<file path="src/rtl/reg_file_init_if.sv">
// Register-file bus: two combinational read ports, one write port, and the
// status outputs (Ready, Wr_Drop).
interface reg_file_init_if #(
  parameter int DATA_W = 32,
  parameter int ADDR_W = 5
);
  logic [ADDR_W-1:0] Read_Reg_1;
  logic [ADDR_W-1:0] Read_Reg_2;
  logic [DATA_W-1:0] Read_Data_1;
  logic [DATA_W-1:0] Read_Data_2;
  logic [ADDR_W-1:0] Write_Reg;
  logic [DATA_W-1:0] Write_Data;
  logic              RegWrite;
  logic              Ready;
  logic              Wr_Drop;

  modport master (
    output Read_Reg_1, Read_Reg_2, Write_Reg, Write_Data, RegWrite,
    input  Read_Data_1, Read_Data_2, Ready, Wr_Drop
  );

  modport slave (
    input  Read_Reg_1, Read_Reg_2, Write_Reg, Write_Data, RegWrite,
    output Read_Data_1, Read_Data_2, Ready, Wr_Drop
  );
endinterface

</file>
<file path="src/rtl/reg_file_init.sv">
// Parametrised register file. After reset it clears itself one entry per
// cycle, then accepts writes; reads are combinational with optional bypass.
//
// state | meaning
// INIT  | sweeping zeros into storage, reads forced to 0, writes dropped
// RUN   | normal operation, Ready high
module reg_file_init #(
  parameter int DATA_W   = 32,
  parameter int ADDR_W   = 5,
  parameter int ZERO_REG = 1,
  parameter int BYPASS   = 1
) (
  input  logic            clk,
  input  logic            rst,
  reg_file_init_if.slave  bus
);
  localparam int DEPTH = 2 ** ADDR_W;

  typedef enum logic {INIT, RUN} state_t;

  state_t            r_state;
  state_t            w_state_nxt;
  logic [ADDR_W-1:0] r_init_ptr;
  logic [ADDR_W-1:0] w_init_ptr_nxt;
  logic              r_ready;
  logic              w_ready_nxt;
  logic              r_wr_drop;
  logic              w_wr_drop_nxt;
  logic              w_mem_we;
  logic [ADDR_W-1:0] w_mem_addr;
  logic [DATA_W-1:0] w_mem_data;
  logic [DATA_W-1:0] r_mem [DEPTH];

  always_ff @(posedge clk) begin
    if (rst) begin
      r_state    <= INIT;
      r_init_ptr <= '0;
      r_ready    <= 1'b0;
      r_wr_drop  <= 1'b0;
    end else begin
      r_state    <= w_state_nxt;
      r_init_ptr <= w_init_ptr_nxt;
      r_ready    <= w_ready_nxt;
      r_wr_drop  <= w_wr_drop_nxt;
    end
  end

  always_comb begin
    w_state_nxt    = r_state;
    w_init_ptr_nxt = r_init_ptr;
    w_ready_nxt    = r_ready;
    w_wr_drop_nxt  = 1'b0;
    w_mem_we       = 1'b0;
    w_mem_addr     = bus.Write_Reg;
    w_mem_data     = bus.Write_Data;
    case (r_state)
      INIT: begin
        w_mem_we       = 1'b1;
        w_mem_addr     = r_init_ptr;
        w_mem_data     = '0;
        w_init_ptr_nxt = r_init_ptr + 1'b1;
        w_wr_drop_nxt  = bus.RegWrite;
        if (r_init_ptr == ADDR_W'(DEPTH - 1)) begin
          w_state_nxt = RUN;
          w_ready_nxt = 1'b1;
        end
      end
      RUN: begin
        w_ready_nxt = 1'b1;
        // Writes to the hardwired zero register are a legal no-op, not a drop.
        if (bus.RegWrite && !(ZERO_REG != 0 && bus.Write_Reg == '0)) begin
          w_mem_we = 1'b1;
        end
      end
      default: begin
        w_state_nxt = INIT;
      end
    endcase
  end

  // Storage has no reset of its own; the INIT sweep is what clears it.
  always_ff @(posedge clk) begin
    if (!rst && w_mem_we) begin
      r_mem[w_mem_addr] <= w_mem_data;
    end
  end

  function automatic logic [DATA_W-1:0] f_read(
    input logic [ADDR_W-1:0] i_addr,
    input logic [DATA_W-1:0] i_stored
  );
    logic [DATA_W-1:0] w_val;
    if (r_state == INIT) begin
      w_val = '0;
    end else if (ZERO_REG != 0 && i_addr == '0) begin
      w_val = '0;
    end else if (BYPASS != 0 && bus.RegWrite && i_addr == bus.Write_Reg) begin
      w_val = bus.Write_Data;
    end else begin
      w_val = i_stored;
    end
    return w_val;
  endfunction

  assign bus.Read_Data_1 = f_read(bus.Read_Reg_1, r_mem[bus.Read_Reg_1]);
  assign bus.Read_Data_2 = f_read(bus.Read_Reg_2, r_mem[bus.Read_Reg_2]);
  assign bus.Ready       = r_ready;
  assign bus.Wr_Drop     = r_wr_drop;
endmodule

</file>
<file path="src/flat_wrapper.sv">
// flat-port wrapper written by rule: the top's interface ports become plain ports
module reg_file_init_flat 
#(
  parameter int DATA_W   = 32,
  parameter int ADDR_W   = 5,
  parameter int ZERO_REG = 1,
  parameter int BYPASS   = 1
)
  (clk, rst, bus_Read_Reg_1, bus_Read_Reg_2, bus_Write_Reg, bus_Write_Data, bus_RegWrite, bus_Read_Data_1, bus_Read_Data_2, bus_Ready, bus_Wr_Drop);
  reg_file_init_if #(.DATA_W(DATA_W), .ADDR_W(ADDR_W)) bus_i ();
  input  logic clk;
  input  logic rst;
  input wire logic [$bits(bus_i.Read_Reg_1)-1:0] bus_Read_Reg_1;
  input wire logic [$bits(bus_i.Read_Reg_2)-1:0] bus_Read_Reg_2;
  input wire logic [$bits(bus_i.Write_Reg)-1:0] bus_Write_Reg;
  input wire logic [$bits(bus_i.Write_Data)-1:0] bus_Write_Data;
  input wire logic [$bits(bus_i.RegWrite)-1:0] bus_RegWrite;
  output wire logic [$bits(bus_i.Read_Data_1)-1:0] bus_Read_Data_1;
  output wire logic [$bits(bus_i.Read_Data_2)-1:0] bus_Read_Data_2;
  output wire logic [$bits(bus_i.Ready)-1:0] bus_Ready;
  output wire logic [$bits(bus_i.Wr_Drop)-1:0] bus_Wr_Drop;
  assign bus_i.Read_Reg_1 = bus_Read_Reg_1;
  assign bus_i.Read_Reg_2 = bus_Read_Reg_2;
  assign bus_i.Write_Reg = bus_Write_Reg;
  assign bus_i.Write_Data = bus_Write_Data;
  assign bus_i.RegWrite = bus_RegWrite;
  assign bus_Read_Data_1 = bus_i.Read_Data_1;
  assign bus_Read_Data_2 = bus_i.Read_Data_2;
  assign bus_Ready = bus_i.Ready;
  assign bus_Wr_Drop = bus_i.Wr_Drop;
  reg_file_init #(.DATA_W(DATA_W), .ADDR_W(ADDR_W), .ZERO_REG(ZERO_REG), .BYPASS(BYPASS)) u_core (.clk(clk), .rst(rst), .bus(bus_i));
endmodule
</file>
<file path="config.mk">
export PLATFORM = sky130hd
export DESIGN_NAME = reg_file_init_flat
export DESIGN_NICKNAME = d
export VERILOG_FILES = /design/src/rtl/reg_file_init_if.sv /design/src/rtl/reg_file_init.sv /design/src/flat_wrapper.sv
export SDC_FILE = /design/constraint.sdc
export NUM_CORES = 1
export LEC_CHECK = 0
export BUFFER_PORTS_ARGS = -buffer_cell sky130_fd_sc_hd__buf_2
export CORE_MARGIN = 5
export CORE_UTILIZATION = 52
export DETAILED_ROUTE_END_ITERATION = 7
export PLACE_DENSITY = 0.71
export SYNTH_ARGS = -nofsm -noshare
export SYNTH_HDL_FRONTEND = slang
export SYNTH_SLANG_ARGS = --single-unit
</file>
<file path="constraint.sdc">
create_clock -name clk -period 2.8 [get_ports clk]
set_input_delay 0.14 -clock clk [delete_from_list [all_inputs] [get_ports clk]]
set_output_delay 0.14 -clock clk [all_outputs]
set_load 0.005 [all_outputs]
</file>
After elaboration in Yosys (flattened, before gate mapping) --
Memory sizes are Yosys's and may differ from the RTL's. Cells that the tools add are included.
Storage, ports and cells: register bits after elaboration 8, memories 1, bits of input ports 50, bits in writable memories 1024
Cells by class: add/sub/neg operators 1, bitwise gates (word level) 1, equal/unequal tests 4, reductions and logical operators 10, mux-type cells 16
Memory list:
- u_core.r_mem | depth 32, width 32, read ports 2, clocked after memory_dff 0, write ports 1, line reg_file_init.sv:32 | logic [DATA_W-1:0] r_mem [DEPTH];
Operator list (count):
- $mux W32 | 7
- $logic_not A5 Y1 | 3
- $eq A5 B5 Y1 | 2
- $mux W1 | 6
- $add A5 B1 Y5 const B | 1
- $eq A5 B5 Y1 const B | 1
- $mux W5 | 1
- $logic_and A1 B1 Y1 | 4
- $pmux W1 S2 | 2
- $logic_not A1 Y1 | 2
- $ne A2 B1 Y1 const B | 1
- $reduce_or A2 Y1 | 1
- $not A1 Y1 | 1

Longest topological paths before layout --
Gate-level depths: netlist of run 1.
depth after elaboration 8, mapped depth 10

Worst setup path after synthesis of run 1 --
OpenSTA, ideal clock, no wires.
path type in2reg, start point input port bus_Write_Reg[3], end point memory u_core.r_mem[0][0], enable pin, data required time 2.379 ns, slack -0.054 ns, arrival time 2.432 ns, buffers on the path 1, cell stages on the path 6, cells stage by stage clkbuf_1 -> or4_1 -> o21ai_0 -> a21oi_1 -> o21ai_1 -> nor2_1
Between the ends: cells in the longest elaborated chain, start to end 8
RTL lines:
- from (decl) | line flat_wrapper.sv:15 | input wire logic [$bits(bus_i.Write_Reg)-1:0] bus_Write_Reg;
- $logic_not A5 Y1 | line reg_file_init.sv:71 | if (bus.RegWrite && !(ZERO_REG != 0 && bus.Write_Reg == '0)) begin
- $logic_not A1 Y1 | line reg_file_init.sv:71
- $logic_and A1 B1 Y1 | line reg_file_init.sv:71
- $mux W1 | line reg_file_init.sv:71
- $pmux W1 S2 | line reg_file_init.sv:56 | case (r_state)
- $logic_and A1 B1 Y1 | line reg_file_init.sv:83 | if (!rst && w_mem_we) begin
- $mux W1 | line reg_file_init.sv:83
- $mux W1 (implied by the code) | line reg_file_init.sv:84 | r_mem[w_mem_addr] <= w_mem_data;
- to (decl) | line reg_file_init.sv:32
Parallel ways exist; a longest one is shown, timed or not.

==> results.cfg, run 1 <==
[setup_path]
critPathMaxFanout = 2
crit_type = reg2out
reg2regPathDepth = 5
startpoint_type = flop
cp_top_family = multiplexers
cp-end-kind = output port
cpMaxStageDelayCell = mux4_2
r2r-end = u_core.r_mem[7][19]
crit_chain = mux4_2 -> mux4_2 -> a221o_1 -> buf_2
r2r_slack_ns = 0.13
crit_buf_inv = 1
slowest_delay_ns = 0.54
cp_data_required_time_ns = 2.66
regToRegStartpoint = u_core.r_state
arrival_ns = 2.67
cpMostUsedCell = mux4_2

[outcome]
status = complete, but fails checks
violations = negative setup slack

[min_path]
min_path_cells = 2
hold_path.class = in2reg
min_from = bus_Write_Data[23]
min_to = u_core.r_mem[0][23]

[logic_synthesis]
syn_inst = 2577
yosysWarnings = 0
yosysUniqueCellTypes = 56
synth_area_um2 = 48200
synth_fa_ha_area_share_pct = 0.0519
synth_top_family_by_area = multiplexers
avgSynthCellArea_um2 = 18.7
synth_top_area_cell = edfxtp_1
ys_seq_area_share_pct = 64.1
synthMuxAreaShare_pct = 24.1
synth-compound-area-share_pct = 7.16
synth_flop_cell = edfxtp_1
synth_top_area_share_pct = 63.8
synth_nets = 2629
ys_top_cells_by_area = edfxtp_1 64%, mux4_2 20%, mux2i_1 4.0%
yosys.area_share.simple_pct = 2.22
ys_async_sr_fraction_pct = 0
synth_edf_count = 1024
synthXorXnorAreaFrac_pct = 0.236
ys_ff_latch = 1032

[drt]
wirelength_um = 158000
drc = 0
drt-initial-drc-count = 5189
viasPerCell = 7.50
wl_per_cell_um = 38.2
num_vias = 31000
ant_nets = 0
firstDrtPassIters = 6

[place]
port_buffers = 115
routabilityCongestion = 0.910
placed_cells = 3927
hpwlAfterDp_um = 93900
place_ws_ns = 0.0419

[cts]
cts_buffers = 103
clock-sinks = 1032
cts_max_path_buffers = 3
cts_max_level = 3
cts-root-buf = clkbuf_16
clkLatencyLatePin_ns = 0.67
cts_tree = yes
clk_pin_slew_ns = 0.07

[timing]
final_hold_viol_count = 0
finalSetupViolations = 1
worst_pin_slew_ns = 1.15
finalSetupTns_ns = -0.00849
fin_crit_ns = 2.81
drv_slew = 0
rsz0062_at_grt = yes
fin_crit_sh_pct = 100
maxSlewHeadroom_pct = 23.3
setup_ws_ns = -0.00849
finalClockSkew_ns = 0.0213
fmaxAchievable_mhz = 356

[die]
num_rows = 111
ios = 116
die_h_um = 315
die_w_um = 315
die-area_um2 = 98900
coreArea_um2 = 91800
initial_utilization_pct = 52.5

[layout]
multi_input_area_um2 = 16600
nFillCells = 6353
seqCellArea_um2 = 30900
area_delta_synth_final_pct = 15.9
final_common_cell = edfxtp_1
final_util_pct = 60.9
nets = 2854
fin_cells = 4125
layout-drive-gt1-share_pct = 33.8
mostFrequentLayoutCells = 1,024 x edfxtp_1, 426 x mux4_2, 195 x mux2i_1
antennaDiodeCount = 0

[pwr]
peakVddDrop_mv = 0.545
p_per_area_nw_per_um2 = 602
report.power.total_mw = 33.6
p_leak_nw = 18.0

[global_routing]
grt.met1_usage_pct = 43.0
grt_pass1_vias = 31000
met2_usage_pct = 47.7
grt_max_degree = 59
grt_use_total_pct = 31.3
grt_busiest_layer = met2
antenna_found_initial = 4
grt_pass1_wl_um = 222000
grt_use_met3_pct = 9.11
grt_overflow = 0

[flow_run]
maxCapViolations = 0
## cell families (layout without fill, tap and decap cells)
kind of cell / after synthesis / after routing
flops: 1032 / 1032
mux: 626 / 626
compound gates: 467 / 467
buf+inv: 227 / 532
simple gates: 210 / 210
xor+xnor: 13 / 13
fa+ha+maj: 2 / 2
## registers in the layout, indices dropped and copies added, names as in the netlist
name / count
u_core.r_mem: 1024
u_core.bus.Ready: 1
u_core.r_state: 1
u_core.r_init_ptr: 5
u_core.bus.Wr_Drop: 1
## how the worst max path moves through the flow
stage,startpoint,to,slack (ns),cells past startpoint
after global placement,bus_Read_Reg_2[4],bus_Read_Data_2[20],0.05,8
after CTS,u_core.r_mem[19][17],bus_Read_Data_2[17],-0.02,4
after detailed placement,bus_Read_Reg_2[4],bus_Read_Data_2[20],0.04,8
after floorplan,bus_Write_Reg[3],u_core.r_mem[0][0],-0.05,6
after global routing,u_core.r_mem[6][14],bus_Read_Data_2[14],-0.02,4
final,u_core.r_mem[6][17],bus_Read_Data_2[17],-0.008,4
## routing by layer
metal  up-vias  wire (µm)  part of all wire, %
li1      11700          -                    -
met1     16000      54700                   35
met2      2805      72100                   46
met3       517      22900                   15
met4         6       7710                  4.9
met5         -         41                0.026
## timing repair
| item | in CTS | in global routing |
|---|---|---|
| pin swaps | 1 | 3 |
| setup endpoints to repair | 51 | 11 |
| hold endpoints to repair | 10 | 0 |
| buffers inserted | 3 | 5 |
| hold buffers | 4 | 0 |
| gates resized for setup | 9 | 8 |
| gates cloned | 0 | 1 |
## power breakdown
part,total (mW),switching (mW),internal [mW],leakage (nW)
Combinational,2.57,1.46,1.11,7.21
Sequential,16.9,0.0513,16.8,9.13
Clock,14.2,5.95,8.21,1.65
## per-stage QoR
| stage | hold slack (ns) | instance area, µm² |
|---|---|---|
| global placement | 0.519 | 52200 |
| detailed placement | 0.517 | 52200 |
| finish | 0.0539 | 55900 |
| global route | 0.0328 | 55900 |
| floorplan | 0.307 | 48200 |
| CTS | 0.00124 | 55700 |
## synthesized netlist by cell type (all sizes together) (3+ instances only)
master  number
a21boi      14
a21oi       57
a221o       32
a221oi      79
a22oi       82
and2        36
and3         4
buf         97
clkbuf     124
dfxtp        8
edfxtp    1024
inv          6
mux2         5
mux2i      195
mux4       426
nand2       24
nand2b      18
nand3       36
nor2        46
nor2b        7
nor3        26
nor3b        3
o2111a      32
o21ai       66
o21bai      10
o22a        16
o22ai       65
or2          4
xnor2        5
xor2         8
## worst register-to-register path, stage by stage, from the launching register on
cell	delay, ns
dfxtp_4	0.42
nor2b_1	0.24
a21o_1	0.18
nand2_1	0.26
nor2_4	0.86
buf_4	0.40
## final cells by class
class	count	area share [%]
clock buffer	131	4.92
clock inverter	54	1.16
inverter	6	0.0448
multi-input combinational	1318	29.8
sequential	1032	55.3
tap	1243	2.78
timing repair buffer	341	6.01
No activity file was read; power rests on OpenSTA's default activity.
==> inputs of run 2 (changes only) <==
Settings changed: CELL_PAD_IN_SITES_DETAIL_PLACEMENT from default to 0, CELL_PAD_IN_SITES_GLOBAL_PLACEMENT from default to 1, CORE_UTILIZATION 52 to 50, PLACE_DENSITY 0.71 to default, PLACE_DENSITY_LB_ADDON from default to 0.1.
==> run 2 against run 1 <==
Compared with the run above: the flow now finishes without violations; combinational power rose by 2%; setup slack improved by 0.036 ns; register-to-register slack gained 0.32 ns; routed wire length up 3.5%; global-route usage decreased by 0.055 points; worst hold slack gained 0.029 ns; largest cell class unchanged; largest power group unchanged.
==> results.cfg, run 2 (synthesis results as in run 1) <==
[outcome]
status = finished clean

[pwr]
switchingPower_mw = 7.59
report.power.total_mw = 33.6
p_leak_nw = 18.0
clkPwrFrac_pct = 41.9
combPwrFrac_pct = 7.8
p_per_area_nw_per_um2 = 600
power_frac_seq_pct = 50.3
p_int_mw = 26.0
peakVddDrop_mv = 0.548
switching_share_pct = 22.6

[place]
port_buffers = 115
routabilityCongestion = 0.865
hpwlAfterDp_um = 96500
place_ws_ns = 0.0327

[global_routing]
grt_pass1_vias = 30800
grt_use_total_pct = 31.3
grt_overflow = 0
grt_pass1_wl_um = 228000
grt_max_degree = 95
antenna_found_initial = 4

[cts]
cts_buffers = 109
clkLatencyLatePin_ns = 0.70
cts-root-buf = clkbuf_16
cts_tree = yes
clk_pin_slew_ns = 0.06
clock-sinks = 1032
cts_max_level = 3
cts_max_path_buffers = 3

[die]
coreArea_um2 = 96300
num_rows = 114
die_w_um = 321
ios = 116
initial_utilization_pct = 50.1
die-area_um2 = 103000
die_h_um = 321

[setup_path]
arrival_ns = 2.63
startpoint_type = flop
reg2regPathDepth = 6
crit_end = bus_Read_Data_2[15]
startpoint = u_core.r_mem[6][15]
critPathMaxFanout = 2
regToRegStartpoint = u_core.r_state
cp-end-kind = output port
r2r_slack_ns = 0.45
crit_type = reg2out
r2r-end = u_core.r_mem[18][19]
cp_data_required_time_ns = 2.66

[timing]
maxSlewHeadroom_pct = 27.6
fin_crit_ns = 2.77
final_hold_viol_count = 0
finalClockSkew_ns = 0.0222
setup_ws_ns = 0.0279
worst_pin_slew_ns = 1.09
fmaxAchievable_mhz = 361
drv_slew = 0
rsz0062_at_grt = yes
fin_crit_sh_pct = 99.0
finalSetupViolations = 0

[drt]
drt-initial-drc-count = 4165
ant_nets = 0
firstDrtPassIters = 5
drc = 0
wirelength_um = 163000
viasPerCell = 7.20
num_vias = 30100
wl_per_cell_um = 39.0

[layout]
seqCellArea_um2 = 30900
area_delta_synth_final_pct = 16.2
nets = 2870
mostFrequentLayoutCells = 1,024 x edfxtp_1, 426 x mux4_2, 195 x mux2i_1
top_regs = u_core.r_mem (1024), u_core.r_init_ptr (5)
layout-drive-gt1-share_pct = 34.0
final_common_cell = edfxtp_1
largest_register_ffs = 1024
nFillCells = 7146
multi_input_area_um2 = 16600
top_register = u_core.r_mem

[min_path]
min_from = bus_Write_Data[21]
hold_path.class = in2reg

[flow_run]
maxCapViolations = 0
[run 2: cell types whose count changed in the layout (fill, tap and decap cells not counted), moves of 4 or more]
cell	previous run	this run
o2111a_2	4	0
clkbuf_16	107	111
bufinv_16	14	9
buf_4	142	152
clkinv_2	12	19
o2111a_1	28	32
clkinv_1	16	26
[run 2: worst min-delay path by stage]
stage	to	slack (ns)	cells after the start
3_5_place_dp	u_core.bus.Ready	0.44	2
5_1_grt	u_core.r_mem[18][21]	0.1	2
6_report	u_core.r_mem[18][21]	0.08	2
2_1_floorplan	u_core.bus.Wr_Drop	0.31	1
3_3_place_gp	u_core.bus.Ready	0.43	2
4_1_cts	u_core.r_mem[18][21]	0.05	2
[run 2: area by class of cell]
class | count | share of cell area [%]
diodes | 2 | 0.00893
clock buffers | 134 | 5.11
clock inverters | 64 | 1.01
inverters | 6 | 0.0424
multi-input cells | 1318 | 29.7
flip-flops and latches | 1032 | 55.2
well taps | 1276 | 2.85
repair buffers | 351 | 6.11
[run 2: routing by layer]
layer | track usage [%] | routed length, µm
met4 | 10.8 | 6270
met5 | 0 | 0
met3 | 5.98 | 17500
met1 | 44.8 | 63100
met2 | 49.0 | 76200
[run 2: metrics by stage]
step	setup TNS (ns)	utilization [%]	std cells	hold WS (ns)	cell area (µm²)
finish	0	58.2	4183	0.0828	56000
global route	-0.0319	58.2	4181	0.0959	56000
detailed placement	0	54.5	3976	0.439	52500
global placement	0	54.5	3976	0.431	52500
CTS	0	58.1	4179	0.0488	56000
floorplan	-38.02	-	2577	0.307	48200
[run 2: power by group through the flow]
stage | Combinational [mW] | Clock [mW] | Sequential (mW)
after floorplan | 1.58 | 0 | 17.2
after global placement | 2.57 | 0 | 17.2
after detailed placement | 2.58 | 0 | 17.2
after CTS | 2.60 | 14.3 | 16.9
after global routing | 2.72 | 14.9 | 16.9
final | 2.63 | 14.1 | 16.9
[run 2: repair_timing]
action,4_1_cts,5_1_grt
setup endpoints to repair,60,12
buffers inserted,0,2
gates resized for setup,10,6
endpoints found under the hold margin,25,0
hold buffers,5,0
pin swaps,0,1
[run 2: worst max-delay path, stage by stage (launching register included)]
cell and delay [ns]:
edfxtp_1 0.39, mux4_2 0.49, mux4_2 0.48, a221o_1 0.42
buf_2 0.18
